$ cat src/rtl/mem_port_arbiter.sv
// mem_port_arbiter: serialises fetch and data accesses onto one single-ported synchronous RAM
module mem_port_arbiter #(
  parameter int READ_LAT = 1,
  parameter int MAX_D_STREAK = 3
) (
  input  logic        clk,
  input  logic        cpu_rst_n,
  input  logic        i_req,
  input  logic [31:0] i_addr,
  output logic [31:0] i_rdata,
  output logic        i_ack,
  input  logic        d_ren,
  input  logic        d_wen,
  input  logic [31:0] d_addr,
  input  logic [31:0] d_wdata,
  output logic [31:0] d_rdata,
  output logic        d_ack,
  output logic        ram_en,
  output logic        ram_we,
  output logic [31:0] ram_addr,
  output logic [31:0] ram_wdata,
  input  logic [31:0] ram_rdata,
  output logic        stall
);
  localparam int SW = $clog2(MAX_D_STREAK + 1);
  localparam logic [SW-1:0] STREAK_MAX = SW'(MAX_D_STREAK);
  typedef enum logic [1:0] {IDLE, ISSUE, WAIT, RESP} state_t;
  state_t state, state_nx;
  logic [3:0] cnt;
  logic [SW-1:0] d_streak;
  logic grant_i, wr, d_req, fetch_win, start;
  assign d_req = d_ren | d_wen;
  assign fetch_win = i_req & (~d_req | (d_streak == STREAK_MAX));
  assign start = (state == IDLE) & (d_req | i_req);
  assign stall = (i_req & ~i_ack) | (d_req & ~d_ack);
  // state register
  always_ff @(posedge clk or negedge cpu_rst_n) begin
    if (!cpu_rst_n) state <= IDLE;
    else state <= state_nx;
  end
  // next-state: stores skip WAIT, loads/fetches wait out the RAM latency
  always_comb begin
    state_nx = state == IDLE  ? (start ? ISSUE : IDLE) :
               state == ISSUE ? (wr ? RESP : WAIT) :
               state == WAIT  ? (cnt == 4'd1 ? RESP : WAIT) : IDLE;
  end
  // outputs decoded from state so reset drops the strobe immediately
  always_comb begin
    ram_en = state == ISSUE;
    ram_we = (state == ISSUE) & wr;
    i_ack  = (state == RESP) & grant_i;
    d_ack  = (state == RESP) & ~grant_i;
  end
  // arbitration latch, latency counter and read-data capture
  always_ff @(posedge clk or negedge cpu_rst_n) begin
    if (!cpu_rst_n) begin
      grant_i   <= 1'b0;
      wr        <= 1'b0;
      ram_addr  <= '0;
      ram_wdata <= '0;
      d_streak  <= '0;
      cnt       <= '0;
      i_rdata   <= '0;
      d_rdata   <= '0;
    end else begin
      if (start) begin
        grant_i   <= fetch_win;
        wr        <= ~fetch_win & d_wen;
        ram_addr  <= fetch_win ? i_addr : d_addr;
        ram_wdata <= d_wdata;
        d_streak  <= (fetch_win | ~i_req) ? '0 :
                     (d_streak == STREAK_MAX) ? d_streak : d_streak + 1'b1;
      end
      if (state == ISSUE) cnt <= 4'(READ_LAT);
      if (state == WAIT) begin
        cnt <= cnt - 4'd1;
        if (cnt == 4'd1) begin
          if (grant_i) i_rdata <= ram_rdata;
          else d_rdata <= ram_rdata;
        end
      end
    end
  end
endmodule

$ cat config.mk
export PLATFORM = sky130hd
export DESIGN_NAME = mem_port_arbiter
export DESIGN_NICKNAME = d
export VERILOG_FILES = /design/src/rtl/mem_port_arbiter.sv
export SDC_FILE = /design/constraint.sdc
export NUM_CORES = 1
export LEC_CHECK = 0
export BUFFER_PORTS_ARGS = -buffer_cell sky130_fd_sc_hd__buf_2
export CAP_MARGIN = 20
export CORE_MARGIN = 2
export CORE_UTILIZATION = 51
export DETAILED_ROUTE_END_ITERATION = 10
export PLACE_DENSITY = 0.89
export SYNTH_ARGS = -nofsm -noshare
export SYNTH_HDL_FRONTEND = slang
export SYNTH_SLANG_ARGS = --single-unit
$ cat constraint.sdc
create_clock -name clk -period 4.65 [get_ports clk]
set_clock_uncertainty 0.15 [all_clocks]
set_input_delay 0.2325 -clock clk [delete_from_list [all_inputs] [get_ports clk]]
set_output_delay 0.2325 -clock clk [all_outputs]
set_load 0.01 [all_outputs]
; Yosys cells after proc, flatten, opt, wreduce, memory -nomap -nowiden
; Index checks and enable logic that the tools add are counted.
[word_totals]
reg_bits = 138
latchBits = 0
ramBits = 0
mem_bits_ro = 0
input_bits = 133
out_inout_bits = 133
elab_cells = 52
n_memories = 0
[classes]
n_addsub = 2
mul = 0
div = 0
n_lt_le_gt_ge = 0
eq_ne = 6
n_shift = 0
muxes = 11
bitwise = 19
reduce_logical = 5
[ops]
columns = operator, n
row1 = 32-bit two-way mux, 1
row2 = 2-bit two-way mux, 5
row3 = 1-bit AND, 8
row4 = 4-bit two-way mux, 2
row5 = 2-bit equality test (second input constant), 3
row6 = 1-bit NOT, 6
row7 = 3-bit AND reduction, 2
row8 = 1-bit OR, 5
row9 = 4-bit by 1-bit equality test with 1-bit output (second input constant), 1
row10 = 4-bit by 1-bit subtractor with 4-bit output (second input constant), 1
row11 = 1-bit two-way mux, 3
row12 = 2-bit by 1-bit adder with 2-bit output (second input constant), 1
row13 = 2-bit by 1-bit equality test with 1-bit output (second input constant), 1
row14 = 2-bit logical NOT, 1
row15 = 2-bit by 1-bit != test with 1-bit output (second input constant), 1
row16 = 2-bit AND reduction, 1
row17 = 2-bit nonzero test, 1

; Logic depth before layout (Yosys ltp)
; Gate-level depths: netlist of the first run.
[logic_depth]
depth_word = 7
depth_mapped = 7
mapped_depth_nobuf = 5

; Worst setup path before layout of the first run
; No wires, ideal clock.
[synth_timing]
path_type = register to register
start = reg state[0]
end = reg d_rdata[0]
setup_ps = 125
arrival_time_ps = 1557
required_time_ps = 4375
setup_slack_ps = 2818
stages_incl_launch_ff = 8
n_path_buf = 2
period_less_slack_ps = 1832
cell_sequence = dfrtp_1 inv_1 ha_1 and4bb_1 and2_4 buf_6 buf_12 mux2_4
[synth_via]
elab_chain_cells = 2
[synth_lines]
columns = element, line_no
row1 = "start, declared", 28  ; state_t state, state_nx;
row2 = "start signal, assigned", 39  ; else state <= state_nx;
row3 = 2-bit equality test, 75  ; if (state == WAIT) begin
row4 = 3-bit AND reduction (no line), n/a
row5 = "end signal, assigned", 79  ; else d_rdata <= ram_rdata;
row6 = "end, declared", 16  ; output logic [31:0] d_rdata,
; Every way passes these cells.
; A chain may end at the register's enable or synchronous reset.

; Final worst setup path of the first run
[layout_timing]
start = reg state[0]
end = reg ram_addr[8]
[layout_via]
elab_chain_cells = 2
[layout_lines]
columns = element, line_no
row1 = 2-bit logical NOT, 34  ; assign start = (state == IDLE) & (d_req | i_req);
row2 = 1-bit AND, 34
row3 = "end signal, assigned", 69  ; ram_addr <= fetch_win ? i_addr : d_addr;
row4 = "end, declared", 20  ; output logic [31:0] ram_addr,
; Every way passes these cells.

==> flow_summary.json, run 1 <==
{
  "power.density_mw_per_mm2": 735,
  "arrival_ns": 3.17,
  "syn2layout_area_growth_pct": 55.2,
  "rsz0062_at_grt": "false",
  "yosys-top-cells-area": "dfrtp_1 59%, mux2_4 7.7%, mux2_2 6.6%",
  "cts_root_buf": "clkbuf_16",
  "p_int_w": 0.00422,
  "hold_buffers": 120,
  "finalHoldViolCount": 0,
  "start_util_pct": 51.6,
  "drv_slew": 0,
  "ys_ff_latch": 138,
  "worstMarginPinSlew_ns": 0.943,
  "p_leak_nw": 4.51,
  "grt_util_all_layers_pct": 33.7,
  "grt-busiest-layer": "met2",
  "drive_gt1_share_pct": 41.2,
  "row_count": 39,
  "hold_depth": 3,
  "drt_iter0_markers": 664,
  "p_switching_w": 0.00245,
  "drtAntennaViolNets": 0,
  "post-route-period-util_pct": 64.0,
  "syn_area_mm2": 0.00584,
  "cts_tree": "built",
  "hold_class": "in2reg",
  "finalSetupTns_ns": 0,
  "die_h_um": 111,
  "routed_via_density": 5.56,
  "synth_top_cell_by_area": "dfrtp_1",
  "worst_r2r_path_depth": 7,
  "grt-ovfl-total": 0,
  "post_cts_buffers": 0,
  "outcome": "complete, no violations",
  "drtPass1Iterations": 5,
  "drc": 0,
  "synth-seq-area-share_pct": 59.1,
  "vdd_ir_drop_max_v": 0.000443,
  "placed_area_mm2": 0.00721,
  "final_common_cell": "buf_2",
  "cts_resized": 0,
  "fillers": 593,
  "layout_common_cells": "264 x buf_2, 138 x dfrtp_1, 120 x dlygate4sd3_1",
  "synth_top_area_share_pct": 59.1,
  "vias": 5824,
  "required_ns": 4.84,
  "clkLatencyLatePin_ns": 0.40,
  "pwr-share-seq_pct": 32.9,
  "grt_max_degree": 106,
  "grt_use_met3_pct": 7.27,
  "min_period_ns": 2.97,
  "met2_usage_pct": 57.5,
  "grt_pass1_vias": 6117,
  "syn_inst": 513,
  "cts.clk_slew.worst_paths_ns": 0.07,
  "grt_pass1_wl_um": 32500,
  "wire_per_inst_um": 19.6,
  "htree_levels": 4,
  "grtUsageMet1_pct": 39.6,
  "core_mm2": 0.0113,
  "cts.path.max_buffers": 2,
  "postLayoutCellArea_mm2": 0.00907,
  "design.die.area_mm2": 0.0123,
  "dp_hpwl_um": 10600,
  "crit_path_end_kind": "register",
  "antenna_found_initial": 1,
  "netSwitchingFraction_pct": 36.7,
  "critPathLaunchType": "register",
  "max_cap_viol_count": 0,
  "cts_inserted_buffers": 17,
  "synth_area_per_cell_um2": 11.4,
  "p_comb_share_pct": 44.4,
  "port_buffers": 265,
  "power_w": 0.00667,
  "nNetsFinal": 1030,
  "gp_congestion": 0.808,
  "ys_types": 29,
  "p_clk_share_pct": 22.6,
  "io_pins": 266,
  "fp.dieW_um": 111,
  "fin_hold_ws_ns": 0.0127,
  "synth_warnings": 0,
  "clock.fmax_mhz": 336,
  "slew_headroom_pct": 37.1,
  "crit_fanout": 42,
  "syn_nets": 653,
  "routed_wl_um": 20500,
  "finalSetupViolCount": 0,
  "cts.sinks": 138,
  "worst-setup-path-type": "reg2reg"
}
-- layer usage --
| metal | up-vias | wire length [µm] |
|---|---|---|
| met5 | - | 0 |
| met3 | 97 | 1800 |
| li1 | 2501 | - |
| met1 | 2773 | 7380 |
| met4 | 0 | 1110 |
| met2 | 453 | 10200 |
-- logic make-up (layout without fill, tap and decap cells) --
| logic type | Yosys count | after routing | share of synthesized area [%] |
|---|---|---|---|
| simple gates | 146 | 146 | 9.95 |
| flops | 138 | 138 | 59.1 |
| compound gates | 114 | 114 | 11.0 |
| mux | 64 | 64 | 14.3 |
| buf+inv | 44 | 434 | 4.17 |
| fa+ha+maj | 7 | 7 | 1.50 |
| other cells | 0 | 1 | 0 |
-- final timing paths --
check / end / startpoint / slack [ns]
setup / recovery: ram_addr[8]$_DFFE_PN0P_ / state[0]$_DFF_PN0_ / 1.68
hold / removal: ram_addr[6]$_DFFE_PN0P_ / i_addr[6] / 0.01
setup reg to reg: ram_addr[8]$_DFFE_PN0P_ / state[0]$_DFF_PN0_ / 1.68
hold reg to reg: ram_wdata[14]$_DFFE_PN0P_ / ram_wdata[14]$_DFFE_PN0P_ / 0.32
max in group asynchronous: d_rdata[7]$_DFFE_PN0P_ / cpu_rst_n / 2.92
min in group asynchronous: ram_wdata[17]$_DFFE_PN0P_ / cpu_rst_n / 0.39
-- synth_stat cells --
cell type and n:
o31a_1 1, o21ai_0 41, a21oi_1 34, and4bb_1 1, a22o_1 1, a32o_1 1, buf_2 12, buf_6 1
and2_1 2, mux2_4 30, or3_1 1, o21ba_2 1, and2_4 1, ha_1 7, nor3_1 3, o31ai_2 1
buf_12 3, nor2_1 33, buf_4 2, dfrtp_1 138, o21bai_2 1, clkbuf_1 16, a21boi_0 1, mux2_2 34
inv_1 10, nand3_1 3, a31oi_1 32, nand2_1 100, nor2b_1 2
-- area by class of cell --
cell class / count / area, µm² / share of cell area [%]
clock buffer: 19 / 443 / 4.88
inverter: 10 / 37.5 / 0.414
clock inverter: 13 / 214 / 2.36
tap: 143 / 179 / 1.97
sequential: 138 / 3450 / 38.1
antenna: 1 / 2.50 / 0.0276
timing repair buffer: 392 / 2590 / 28.5
multi-input combinational: 331 / 2160 / 23.8
-- critical path, stage by stage, from the launching register on --
cell and delay, ns:
dfrtp_1 0.40, inv_1 0.09, ha_1 0.31, o31a_2 0.54
buf_4 0.50, nor2_1 0.10, a21oi_1 0.20, dlygate4sd3_1 0.60
-- power by group through the flow --
stage	combinational, W	clock [W]	sequential (W)
after floorplan	0.00143	0	0.00240
after global placement	0.00245	0	0.00213
after detailed placement	0.00255	0	0.00216
after CTS	0.00282	0.00151	0.00215
after global routing	0.00317	0.00158	0.00225
final	0.00296	0.00151	0.00220
-- per-stage QoR --
stage | util, % | std cells | setup slack [ns]
global placement | 63.7 | 894 | 2.45
global route | 80.1 | 1047 | 1.58
finish | 80.1 | 1047 | 1.68
floorplan | - | 513 | 2.82
detailed placement | 63.7 | 894 | 2.37
CTS | 80.1 | 1046 | 1.84
-- registers in the layout, summed over array words and instances, names as in the netlist --
| register | count |
|---|---|
| i_rdata | 32 |
| grant_i | 1 |
| cnt | 4 |
| d_streak | 2 |
| ram_wdata | 32 |
| d_rdata | 32 |
| ram_addr | 32 |
| state | 2 |
| wr | 1 |
No activity file was read; power rests on OpenSTA's default activity.
==> inputs of run 2 (changes only) <==
--- a/config.mk
+++ b/config.mk
@@ -5,12 +5,13 @@
 export SDC_FILE = /design/constraint.sdc
 export NUM_CORES = 1
 export LEC_CHECK = 0
+export ABC_AREA = 1
 export BUFFER_PORTS_ARGS = -buffer_cell sky130_fd_sc_hd__buf_2
 export CAP_MARGIN = 20
 export CORE_MARGIN = 2
-export CORE_UTILIZATION = 51
+export CORE_UTILIZATION = 47
 export DETAILED_ROUTE_END_ITERATION = 10
-export PLACE_DENSITY = 0.89
+export PLACE_DENSITY = 0.83
 export SYNTH_ARGS = -nofsm -noshare
 export SYNTH_HDL_FRONTEND = slang
 export SYNTH_SLANG_ARGS = --single-unit
==> constraint.sdc (replaced) <==
create_clock -name clk -period 2.85 [get_ports clk]
set_clock_uncertainty 0.15 [all_clocks]
set_input_delay 0.1425 -clock clk [delete_from_list [all_inputs] [get_ports clk]]
set_output_delay 0.1425 -clock clk [all_outputs]
set_load 0.01 [all_outputs]
==> flow_summary.json, run 2 <==
{
  "vdd_ir_drop_max_v": 0.000588,
  "required_ns": 3.05,
  "critPathTopFamily": "buffers and inverters",
  "power.density_mw_per_mm2": 1050,
  "fin_hold_ws_ns": 0.154,
  "final_common_cell": "nand2_1",
  "htree_levels": 4,
  "nNetsFinal": 1249,
  "ys_ff_latch": 138,
  "grt_pass1_wl_um": 30500,
  "finalHoldViolCount": 0,
  "routed_via_density": 4.93,
  "syn2layout_area_growth_pct": 56.5,
  "layout_common_cells": "271 x nand2_1, 264 x buf_2, 138 x dfrtp_1",
  "grt_util_all_layers_pct": 29.1,
  "drtAntennaViolNets": 0,
  "gp_congestion": 0.866,
  "vias": 6379,
  "async_flop_share_pct": 100,
  "routed_wl_um": 20000,
  "synth_warnings": 0,
  "synth_top_cell_by_area": "dfrtp_1",
  "fp.dieW_um": 117,
  "hold_buffers": 131,
  "yosysMostFrequentCell": "nand2_1",
  "post-route-period-util_pct": 92.9,
  "grt_max_degree": 76,
  "outcome": "complete, no violations",
  "io_pins": 266,
  "cts_tree": "built",
  "critPathLaunchType": "register",
  "preCtsSetupSlack_ns": 0.870,
  "cts_inserted_buffers": 17,
  "path_common_cell": "inv_1",
  "drc": 0,
  "synth_top_area_share_pct": 57.8,
  "synth_edf_count": 0,
  "drt_iter0_markers": 533,
  "drv_slew": 0,
  "cts.path.max_buffers": 2,
  "yosys_most_used_dff": "dfrtp_1",
  "crit_chain": "inv_1 -> ha_1 -> inv_1 -> a21oi_4 -> buf_4 -> nand3_1 -> dlygate4sd3_1 -> nand2_1",
  "row_count": 41,
  "crit_fanout": 65,
  "synth-seq-area-share_pct": 57.8,
  "design.die.area_mm2": 0.0136,
  "cts.clk_slew.worst_paths_ns": 0.06,
  "yosys-top-cells-area": "dfrtp_1 58%, nand2_1 17%, inv_1 7.0%",
  "finalWorstSetupSlack_ns": 0.203,
  "yosys-top-cells-count": "271 x nand2_1, 138 x dfrtp_1, 112 x inv_1",
  "cts_root_buf": "clkbuf_16",
  "dp_hpwl_um": 10600,
  "ys_types": 22,
  "syn_inst": 721,
  "die_h_um": 117,
  "min_period_ns": 2.65,
  "clock.fmax_mhz": 378,
  "cts.sinks": 138,
  "cp.buffers_inverters": 4,
  "syn_area_mm2": 0.00597,
  "drive_gt1_share_pct": 27.6,
  "finalSetupTns_ns": 0,
  "max_cap_viol_count": 0,
  "worstMarginPinSlew_ns": 0.676,
  "antenna_found_initial": 1,
  "syn_nets": 861,
  "slew_headroom_pct": 55.0,
  "drtPass1Iterations": 6,
  "core_mm2": 0.0125,
  "crit_path_end_kind": "register",
  "grt_pass1_vias": 6402,
  "grt-ovfl-total": 0,
  "post_cts_buffers": 0,
  "arrival_ns": 2.85,
  "finalSetupViolCount": 0,
  "worst-setup-path-type": "reg2reg",
  "fillers": 821,
  "p_leak_nw": 5.32,
  "wire_per_inst_um": 15.5,
  "hold_class": "in2reg",
  "clkLatencyLatePin_ns": 0.41,
  "synth_area_per_cell_um2": 8.28,
  "port_buffers": 265,
  "cp_slowest_cell": "dlygate4sd3_1",
  "rsz0062_at_grt": "false",
  "start_util_pct": 47.7,
  "cts_resized": 0,
  "critPathMaxStageDelay_ns": 0.63
}
-- run 2: cell types whose count changed after synthesis, sizes merged, moves of 31 or more --
cell | previous run | this run
a31oi | 32 | 0
mux2 | 64 | 0
nand3 | 3 | 67
nand2 | 100 | 271
inv | 10 | 114
a21oi | 34 | 3
-- run 2: logic make-up (layout without fill, tap and decap cells) --
group / count (synthesis) / count (layout) / synth area share, %
adder cells (fa/ha/maj): 7 / 7 / 1.47
AO/OA/AOI/OAI: 73 / 73 / 6.26
AND/OR/NAND/NOR: 353 / 353 / 24.1
flip-flops: 138 / 138 / 57.8
buffers and inverters: 150 / 551 / 10.4
other: 0 / 1 / 0
-- run 2: metrics by stage --
step	cells	util (%)	cell area (µm²)	power [W]
floorplan	721	-	5970	0.00558
global placement	1131	59.3	7430	0.00692
detailed placement	1131	59.3	7430	0.00707
CTS	1294	74.7	9350	0.00965
global route	1295	74.7	9350	0.0105
finish	1295	74.7	9350	0.00985
-- run 2: metal layers --
| layer | wire, µm | global-route usage (%) | vias to the layer above |
|---|---|---|---|
| met5 | 0 | 0 | - |
| met4 | 1170 | 19.2 | 0 |
| met3 | 1160 | 6.23 | 97 |
| met2 | 10500 | 51.3 | 320 |
| met1 | 7150 | 31.3 | 2997 |
| li1 | - | - | 2965 |
-- run 2: worst register-to-register path: stages, from the launching register on --
cell and delay, ns:
dfrtp_1 0.40, inv_1 0.09, ha_1 0.20, inv_1 0.10, a21oi_4 0.16, buf_4 0.58
nand3_1 0.22, dlygate4sd3_1 0.63, nand2_1 0.06
-- run 2: final timing paths --
check,startpoint,cells past startpoint,end,slack (ns)
min,d_ren,7,d_streak[0]$_DFFE_PN0P_,0.15
max reg2reg,state[0]$_DFF_PN0_,8,ram_addr[0]$_DFFE_PN0P_,0.20
max,state[0]$_DFF_PN0_,8,ram_addr[0]$_DFFE_PN0P_,0.20
max in group asynchronous,cpu_rst_n,3,ram_addr[7]$_DFFE_PN0P_,1.63
min in group asynchronous,cpu_rst_n,2,i_rdata[12]$_DFFE_PN0P_,0.19
min reg2reg,ram_wdata[17]$_DFFE_PN0P_,2,ram_wdata[17]$_DFFE_PN0P_,0.31
-- run 2: area by class of cell --
type | instances | area, µm² | share of cell area (%)
Multi-Input combinational cell | 433 | 1910 | 20.4
Inverter | 114 | 428 | 4.58
Clock inverter | 8 | 115 | 1.23
Timing Repair Buffer | 405 | 2740 | 29.3
Tap cell | 172 | 215 | 2.30
Antenna cell | 1 | 2.50 | 0.0268
Sequential cell | 138 | 3450 | 36.9
Clock buffer | 24 | 492 | 5.26
-- run 2: power by group --
group	internal, W	switching (W)
logic	0.00164	0.00245
registers	0.00295	0.000552
clock network	0.00146	0.000799
==> inputs of run 3 (changes only) <==
==> constraint.sdc (replaced) <==
create_clock -name clk -period 2.85 [get_ports clk]
set_clock_uncertainty 0.15 [all_clocks]
set_input_delay 0.4275 -clock clk [delete_from_list [all_inputs] [get_ports clk]]
set_output_delay 0.4275 -clock clk [all_outputs]
set_load 0.01 [all_outputs]
==> flow_summary.json, run 3 (synthesis gave the netlist of run 2 again) <==
{
  "dp_hpwl_um": 10900,
  "vias": 5538,
  "power.density_mw_per_mm2": 1120,
  "start_util_pct": 47.7,
  "nNetsFinal": 1121,
  "max_cap_viol_count": 0,
  "hold_class": "in2reg",
  "final_common_cell": "nand2_1",
  "worst-setup-path-type": "reg2out",
  "postLayoutCellArea_mm2": 0.00796,
  "p_comb_share_pct": 40.0,
  "core_mm2": 0.0125,
  "cp_slowest_cell": "dfrtp_1",
  "design.die.area_mm2": 0.0136,
  "drc": 0,
  "post_cts_buffers": 0,
  "min_period_ns": 2.01,
  "worstMarginPinSlew_ns": 0.668,
  "io_pins": 266,
  "antenna_found_initial": 0,
  "crit_path_end_kind": "output pin",
  "hold_buffers": 1,
  "cts.path.max_buffers": 2,
  "critPathTopFamily": "flip-flops",
  "fp.dieW_um": 117,
  "drtAntennaViolNets": 0,
  "die_h_um": 117,
  "cts_tree": "built",
  "drv_slew": 0,
  "clock.fmax_mhz": 499,
  "fin_hold_ws_ns": 0.0648,
  "routed_via_density": 4.77,
  "p_clk_share_pct": 21.2,
  "drtPass1Iterations": 5,
  "crit_fanout": 3,
  "cts_root_buf": "clkbuf_16",
  "pwr-share-seq_pct": 38.7,
  "row_count": 41,
  "post-route-period-util_pct": 70.4,
  "placed_area_mm2": 0.00744,
  "grt_pass1_wl_um": 23800,
  "p_switching_w": 0.00345,
  "cts_inserted_buffers": 17,
  "cp.buffers_inverters": 2,
  "layout_common_cells": "271 x nand2_1, 264 x buf_2, 138 x dfrtp_1",
  "critPathLaunchType": "register",
  "wire_per_inst_um": 13.2,
  "fillers": 1095,
  "arrival_ns": 1.43,
  "critPathMaxStageDelay_ns": 0.40,
  "syn2layout_area_growth_pct": 33.2,
  "cts_resized": 0,
  "rsz0062_at_grt": "false",
  "slew_headroom_pct": 55.5,
  "p_leak_nw": 4.79,
  "routed_wl_um": 15300,
  "cts.sinks": 138,
  "drt_iter0_markers": 433,
  "netSwitchingFraction_pct": 38.6,
  "port_buffers": 265,
  "grt_util_all_layers_pct": 22.4,
  "grt-ovfl-total": 0,
  "vdd_ir_drop_max_v": 0.000664,
  "htree_levels": 4,
  "finalHoldViolCount": 0,
  "grt_max_degree": 68,
  "required_ns": 2.27,
  "drive_gt1_share_pct": 30.9,
  "finalSetupViolCount": 0,
  "crit_chain": "ha_1 -> nand2_1 -> inv_1 -> o22ai_1 -> buf_2",
  "antenna_cells": 0,
  "gp_congestion": 0.849,
  "grt_pass1_vias": 4971,
  "outcome": "complete, no violations",
  "cts.clk_slew.worst_paths_ns": 0.06,
  "finalSetupTns_ns": 0,
  "clkLatencyLatePin_ns": 0.41,
  "p_int_w": 0.00548
}
-- run 3: final timing paths --
check | from | end | slack, ns | depth (start not counted)
max | state[0]$_DFF_PN0_ | stall | 0.84 | 5
min | d_wdata[5] | ram_wdata[5]$_DFFE_PN0P_ | 0.06 | 3
max reg2reg | state[0]$_DFF_PN0_ | ram_addr[30]$_DFFE_PN0P_ | 0.86 | 7
min reg2reg | ram_wdata[19]$_DFFE_PN0P_ | ram_wdata[19]$_DFFE_PN0P_ | 0.32 | 2
max in group asynchronous | cpu_rst_n | d_rdata[22]$_DFFE_PN0P_ | 1.39 | 3
min in group asynchronous | cpu_rst_n | i_rdata[10]$_DFFE_PN0P_ | 0.47 | 2
-- run 3: tightest hold or removal path, delay by kind of cell --
kind                   cells  cell delay (ns)
buffers and inverters      1             0.07
AND/OR/NAND/NOR            2             0.09
-- run 3: area by class of cell --
type	instances	area (µm²)	area share (%)
Clock buffer	25	485	6.10
Clock inverter	3	17.5	0.220
Inverter	114	428	5.38
Multi-Input combinational cell	433	1910	24.0
Sequential cell	138	3450	43.4
Tap cell	172	215	2.71
Timing Repair Buffer	277	1450	18.2
-- run 3: power groups by stage --
| stage | registers, W | logic (W) | clock network, W |
|---|---|---|---|
| 4_1_cts | 0.00345 | 0.00361 | 0.00193 |
| 6_report | 0.00346 | 0.00357 | 0.00189 |
| 3_5_place_dp | 0.00345 | 0.00361 | 0 |
| 5_1_grt | 0.00358 | 0.00404 | 0.00201 |
| 3_3_place_gp | 0.00343 | 0.00349 | 0 |
| 2_1_floorplan | 0.00389 | 0.00169 | 0 |
-- run 3: metal layers --
| metal | routed length, µm | GRT usage (%) | vias to the layer above | share of wire (%) |
|---|---|---|---|---|
| met5 | 0 | 0 | - | 0 |
| met1 | 6120 | 28.2 | 2534 | 40 |
| met2 | 7660 | 36.4 | 252 | 50 |
| li1 | - | - | 2711 | - |
| met4 | 475 | 9.73 | 0 | 3.1 |
| met3 | 1070 | 6.33 | 41 | 7.0 |
-- run 3: per-stage QoR --
step | util [%] | worst slack, ns | power (W) | std cells
2_1_floorplan | - | 1.28 | 0.00558 | 721
3_3_place_gp | 59.5 | 0.931 | 0.00692 | 1133
3_5_place_dp | 59.5 | 0.900 | 0.00706 | 1133
4_1_cts | 63.6 | 0.825 | 0.00899 | 1162
5_1_grt | 63.6 | 0.690 | 0.00963 | 1162
6_report | 63.6 | 0.845 | 0.00892 | 1162
